===== config.mk =====
export PLATFORM = sky130hd
export DESIGN_NAME = spatial_mean_scheduler
export DESIGN_NICKNAME = d
export VERILOG_FILES = /design/src/rtl/spatial_mean_scheduler.sv
export SDC_FILE = /design/constraint.sdc
export NUM_CORES = 1
export LEC_CHECK = 0
export CORE_UTILIZATION = 52
export DETAILED_ROUTE_END_ITERATION = 10
export GPL_TIMING_DRIVEN = 0
export PLACE_DENSITY = 0.89
export REMOVE_ABC_BUFFERS = 1
export SYNTH_ARGS = -nofsm -noshare
export SYNTH_HDL_FRONTEND = slang
export SYNTH_SLANG_ARGS = --single-unit
export TNS_END_PERCENT = 10

===== constraint.sdc =====
create_clock -name clk -period 5.35 [get_ports clk]
set_input_delay 1.3375 -clock clk [delete_from_list [all_inputs] [get_ports clk]]
set_output_delay 1.3375 -clock clk [all_outputs]
set_load 0.02 [all_outputs]

===== src/rtl/spatial_mean_scheduler.sv =====
// rtl/spatial_mean_scheduler.sv - sequences per-pixel channel reads through a mean unit into a spatial map
// Reads all channels of one pixel back-to-back, waits for the mean, writes it, repeats for the frame.
module spatial_mean_scheduler #(
    parameter  int DATA_W    = 8,
    parameter  int IN_CH     = 8,
    parameter  int IMG_H     = 4,
    parameter  int IMG_W     = 4,
    parameter  int TIMEOUT   = 16,
    localparam int NPIX      = IMG_H * IMG_W,
    localparam int RD_ADDR_W = $clog2(IN_CH * NPIX),
    localparam int WR_ADDR_W = $clog2(NPIX)
) (
    input  logic                 clk,
    input  logic                 rst_n,
    input  logic                 i_start,
    output logic                 o_busy,
    output logic                 o_done,
    output logic                 o_err,
    output logic                 o_rd_en,
    output logic [RD_ADDR_W-1:0] o_rd_addr,
    input  logic [DATA_W-1:0]    i_rd_data,
    output logic                 o_mean_valid,
    output logic [DATA_W-1:0]    o_mean_data,
    input  logic                 i_mean_valid,
    input  logic [DATA_W-1:0]    i_mean_data,
    output logic                 o_wr_en,
    output logic [WR_ADDR_W-1:0] o_wr_addr,
    output logic [DATA_W-1:0]    o_wr_data
);

    localparam int CH_W  = $clog2(IN_CH);
    localparam int TMO_W = $clog2(TIMEOUT + 1);

    typedef enum logic [1:0] {
        S_IDLE,
        S_ISSUE,
        S_WAIT_MEAN,
        S_DONE
    } state_t;

    state_t                 state_q, state_d;
    logic [WR_ADDR_W-1:0]   pix_q, pix_d;
    logic [CH_W-1:0]        ch_q, ch_d;
    logic [TMO_W-1:0]       tmo_q, tmo_d;
    logic                   rd_en_q, rd_en_d;
    logic [RD_ADDR_W-1:0]   rd_addr_q, rd_addr_d;
    logic                   mean_valid_q;
    logic                   wr_en_q, wr_en_d;
    logic [WR_ADDR_W-1:0]   wr_addr_q, wr_addr_d;
    logic [DATA_W-1:0]      wr_data_q, wr_data_d;
    logic                   err_q, err_d;
    logic                   done_q, done_d;
    logic                   busy_q, busy_d;

    function automatic logic [RD_ADDR_W-1:0] feat_addr(input logic [CH_W-1:0] ch,
                                                      input logic [WR_ADDR_W-1:0] pix);
        feat_addr = RD_ADDR_W'(RD_ADDR_W'(ch) * RD_ADDR_W'(NPIX)) + RD_ADDR_W'(pix);
    endfunction

    // ch_q holds the next channel to issue; channel 0 of each pixel is issued on the entry edge.
    always_comb begin
        state_d   = state_q;
        pix_d     = pix_q;
        ch_d      = ch_q;
        tmo_d     = tmo_q;
        rd_en_d   = 1'b0;
        rd_addr_d = rd_addr_q;
        wr_en_d   = 1'b0;
        wr_addr_d = wr_addr_q;
        wr_data_d = wr_data_q;
        err_d     = err_q;
        done_d    = (state_q == S_DONE);
        busy_d    = done_q ? 1'b0 : busy_q;

        case (state_q)
            S_IDLE: begin
                // busy_q still high here means the o_done cycle, which counts as busy.
                if (i_start && !busy_q) begin
                    err_d     = 1'b0;
                    busy_d    = 1'b1;
                    pix_d     = '0;
                    ch_d      = CH_W'(1);
                    rd_en_d   = 1'b1;
                    rd_addr_d = '0;
                    state_d   = S_ISSUE;
                end
            end
            S_ISSUE: begin
                rd_en_d   = 1'b1;
                rd_addr_d = feat_addr(ch_q, pix_q);
                if (ch_q == CH_W'(IN_CH - 1)) begin
                    tmo_d   = '0;
                    state_d = S_WAIT_MEAN;
                end else begin
                    ch_d = ch_q + 1'b1;
                end
            end
            S_WAIT_MEAN: begin
                tmo_d = tmo_q + 1'b1;
                if (i_mean_valid) begin
                    wr_en_d   = 1'b1;
                    wr_addr_d = pix_q;
                    wr_data_d = i_mean_data;
                    if (pix_q == WR_ADDR_W'(NPIX - 1)) begin
                        state_d = S_DONE;
                    end else begin
                        pix_d     = pix_q + 1'b1;
                        ch_d      = CH_W'(1);
                        rd_en_d   = 1'b1;
                        rd_addr_d = feat_addr('0, pix_q + 1'b1);
                        state_d   = S_ISSUE;
                    end
                end else if (tmo_q == TMO_W'(TIMEOUT - 1)) begin
                    err_d   = 1'b1;
                    state_d = S_DONE;
                end
            end
            S_DONE: begin
                state_d = S_IDLE;
            end
            default: begin
                state_d = S_IDLE;
            end
        endcase
    end

    always_ff @(posedge clk or negedge rst_n) begin
        if (!rst_n) begin
            state_q      <= S_IDLE;
            pix_q        <= '0;
            ch_q         <= '0;
            tmo_q        <= '0;
            rd_en_q      <= 1'b0;
            rd_addr_q    <= '0;
            mean_valid_q <= 1'b0;
            wr_en_q      <= 1'b0;
            wr_addr_q    <= '0;
            wr_data_q    <= '0;
            err_q        <= 1'b0;
            done_q       <= 1'b0;
            busy_q       <= 1'b0;
        end else begin
            state_q      <= state_d;
            pix_q        <= pix_d;
            ch_q         <= ch_d;
            tmo_q        <= tmo_d;
            rd_en_q      <= rd_en_d;
            rd_addr_q    <= rd_addr_d;
            mean_valid_q <= rd_en_q;
            wr_en_q      <= wr_en_d;
            wr_addr_q    <= wr_addr_d;
            wr_data_q    <= wr_data_d;
            err_q        <= err_d;
            done_q       <= done_d;
            busy_q       <= busy_d;
        end
    end

    assign o_busy       = busy_q;
    assign o_done       = done_q;
    assign o_err        = err_q;
    assign o_rd_en      = rd_en_q;
    assign o_rd_addr    = rd_addr_q;
    assign o_mean_valid = mean_valid_q;
    assign o_mean_data  = i_rd_data;
    assign o_wr_en      = wr_en_q;
    assign o_wr_addr    = wr_addr_q;
    assign o_wr_data    = wr_data_q;

endmodule


==> flow_summary.yaml <==
setup_path:
  reg2reg_slack_ns: 2.98
  crit_path_start_kind: "primary input"
  end_kind: "flip-flop"
  path_class: "in -> reg"
  reg2reg_from: "state_q[0]"
  rr_worst_depth: 4
  r2r_end: "o_wr_addr[1]"
  cp_data_arrival_time_ns: 3.01
  critical_path.max_fanout: 11
  required_ns: 5.54
sta:
  fmax_ghz: 0.3539
  hold_ws_ns: 0.3787
  tns_ns: 0
  period_minus_slack_ns: 2.826
  min_period_over_period: 0.5281
  rsz0062_at_grt: "false"
  worst_pin_slew_ns: 0.8369
  setup_violations: 0
  slew_violations: 0
  hold_viol: 0
  finalClockSkew_ns: 0.006605
  relSlewSlack: 0.4421
final_layout:
  drive_gt1_frac: 0.1618
  final_cells: 252
  area_growth_pct: 21.11
  final_nets: 233
  diodes: 0
  n_fill_cell: 276
synth:
  synth_cells: 175
  syn_area_um2: 1986
  synth_edf_count: 0
  ys_seq_elements: 39
  ys.warnings.count: 0
  ys_async_sr_fraction: 1.000
  synth_top_area_share: 0.4915
  synth_area_leader_cell: "dfrtp_1"
  yosysSeqAreaShare: 0.4915
  synth_ff_type: "dfrtp_1"
  synth.avg_cell_area_um2: 11.35
  synth_area_leaders: "dfrtp_1 (49%), mux2_2 (9.6%), ha_1 (6.3%)"
  synth_cell_type_count: 42
place:
  gp_congestion: 0.8053
  dp.cells: 244
  dpl.hpwl_um: 2517
  io_buffers: 36
global_route:
  grt_first_pass_wirelength_um: 6368
  grt_use_met2: 0.3311
  antenna_found_initial: 0
  grt_util_met3: 0.06429
  first_global_vias: 1462
  globalRouteMet1Util: 0.2438
  track_usage: 0.2046
  grt_start_max_net_pins: 40
  overflow: 0
  grt-busiest-layer: "met2"
cts:
  path_clk_slew_ns: 0.07
  cts_buffers: 5
  htreeDepth: 2
  cts_hold_buf: 0
  cts_buffer_depth: 2
  postCtsSetupBuffers: 0
  cts.repair.resized: 0
  cts_root_buf: "clkbuf_8"
  clk_latency_ns: 0.29
  clock-sinks: 39
  cts_tree: "done"
floorplanning:
  die_w_um: 63.80
  num_io_pins: 53
  rows: 22
  dieArea_um2: 4070
  floorplan.initialDensity: 0.5424
  fp.dieH_um: 63.80
  core_um2: 3661
detailed_routing:
  via_count: 1411
  drt-initial-drc-count: 91
  antenna_left: 0
  vias_per_cell: 5.599
  wl_per_cell_um: 14.40
  remaining_drc_errors: 0
  detailedRoute.firstPassIterationCount: 4
  routed_wl_um: 3629
power:
  switching_share: 0.3847
  peakVddDrop_uv: 335.4
  p_seq_frac: 0.340
  p_leak_nw: 1.099
  p_clk_frac: 0.175
  p_sw_mw: 0.5437
  cellPowerDensity_nw_per_um2: 587.7
  combPwrFrac: 0.485
  p_int_mw: 0.8696
run:
  drv_cap: 0
hold_path:
  hold_start: "o_rd_en"
  hp-class: "reg -> reg"
  hold_depth: 0
  hold_path_end: "o_mean_valid"
outcome:
  outcome: "finished, final reports clean"
[through the flow]
stage	setup WS [ns]	utilization	power (mW)	area [µm²]
detailed placement	2.223	0.6247	1.169	2287
global route	2.420	0.6569	1.514	2405
global placement	2.049	0.6261	1.144	2292
CTS	2.524	0.6569	1.425	2405
finish	2.524	0.6569	1.413	2405
floorplan	2.675	-	0.9188	1872
[Yosys cell counts (all sizes together), types with 5 or more instances]
library cell / n
and3: 5
buf: 13
dfrtp: 39
ha: 10
inv: 9
mux2: 17
nand2: 14
nor2: 5
o21ai: 12
[worst max-delay path: stages]
cell and delay [ns]:
clkdlybuf4s50_1 0.46, nor2b_2 0.25, o211ai_2 0.27, or2_2 0.42, o311ai_1 0.26
[layer usage]
metal,share of wire,vias up
met2,0.49,48
met1,0.44,687
li1,-,668
met3,0.055,8
met4,0.015,0
met5,0,-
[layout make-up]
type	count	area, µm²	share of cell area
Sequential cell	39	975.9	0.4058
Multi-Input combinational cell	112	862.1	0.3585
Timing Repair Buffer	36	355.3	0.1478
Clock buffer	6	82.58	0.03434
Tap cell	48	60.06	0.02497
Clock inverter	2	35.03	0.01457
Inverter	9	33.78	0.01405
[power groups by stage]
stage / Sequential, mW / Combinational [mW] / Clock [mW]
after floorplan: 0.558 / 0.361 / 0
after global placement: 0.477 / 0.667 / 0
after detailed placement: 0.484 / 0.685 / 0
after CTS: 0.480 / 0.691 / 0.254
after global routing: 0.499 / 0.747 / 0.269
final: 0.481 / 0.685 / 0.247
[registers in the layout, indices dropped and copies added (netlist names)]
| register | count |
|---|---|
| ch_q | 3 |
| o_busy | 1 |
| o_done | 1 |
| o_err | 1 |
| o_mean_valid | 1 |
| o_rd_addr | 7 |
| o_rd_en | 1 |
| o_wr_addr | 4 |
| o_wr_data | 8 |
| o_wr_en | 1 |
| pix_q | 4 |
| state_q | 2 |
| tmo_q | 5 |
[placed cells by master, fill, tap and decap left out, types with 2 or more instances in the layout]
cell	Yosys	routed
a22o_1	3	3
nor2_1	4	4
a21oi_1	3	3
nand2b_1	4	4
ha_1	10	10
a221o_1	2	2
nand2_1	14	14
inv_1	9	9
clkdlybuf4s50_1	0	35
clkbuf_8	0	6
o2bb2ai_1	2	2
nor3_1	4	4
a22oi_1	2	2
nand3_1	4	4
a31oi_1	2	2
and3_1	5	5
o21ai_0	12	12
mux2_2	17	17
dfrtp_1	39	39
nand3b_1	2	2
nor2b_1	3	3
[how the worst max path moves through the flow]
| stage | start | end | cells past startpoint |
|---|---|---|---|
| finish | i_start | ch_q[1] | 5 |
| global route | i_start | ch_q[1] | 5 |
| CTS | i_start | ch_q[1] | 5 |
| detailed placement | i_start | ch_q[1] | 5 |
| global placement | rst_n | state_q[0] | 1 |
| floorplan | i_rd_data[0] | o_mean_data[0] | 0 |
[cells by family (layout without fill, tap and decap cells)]
kind of cell	after synthesis	count (layout)	synth area share
and+or+nand+nor	46	46	0.1254
xor gates and xnor gates	2	2	0.008823
DFF	39	39	0.4915
buffers and inverters	24	53	0.07435
AOI/OAI and AO/OA	36	36	0.1355
muxes	18	18	0.1014
adders and majority gates	10	10	0.06301
Power figures use the tool's default switching activity.
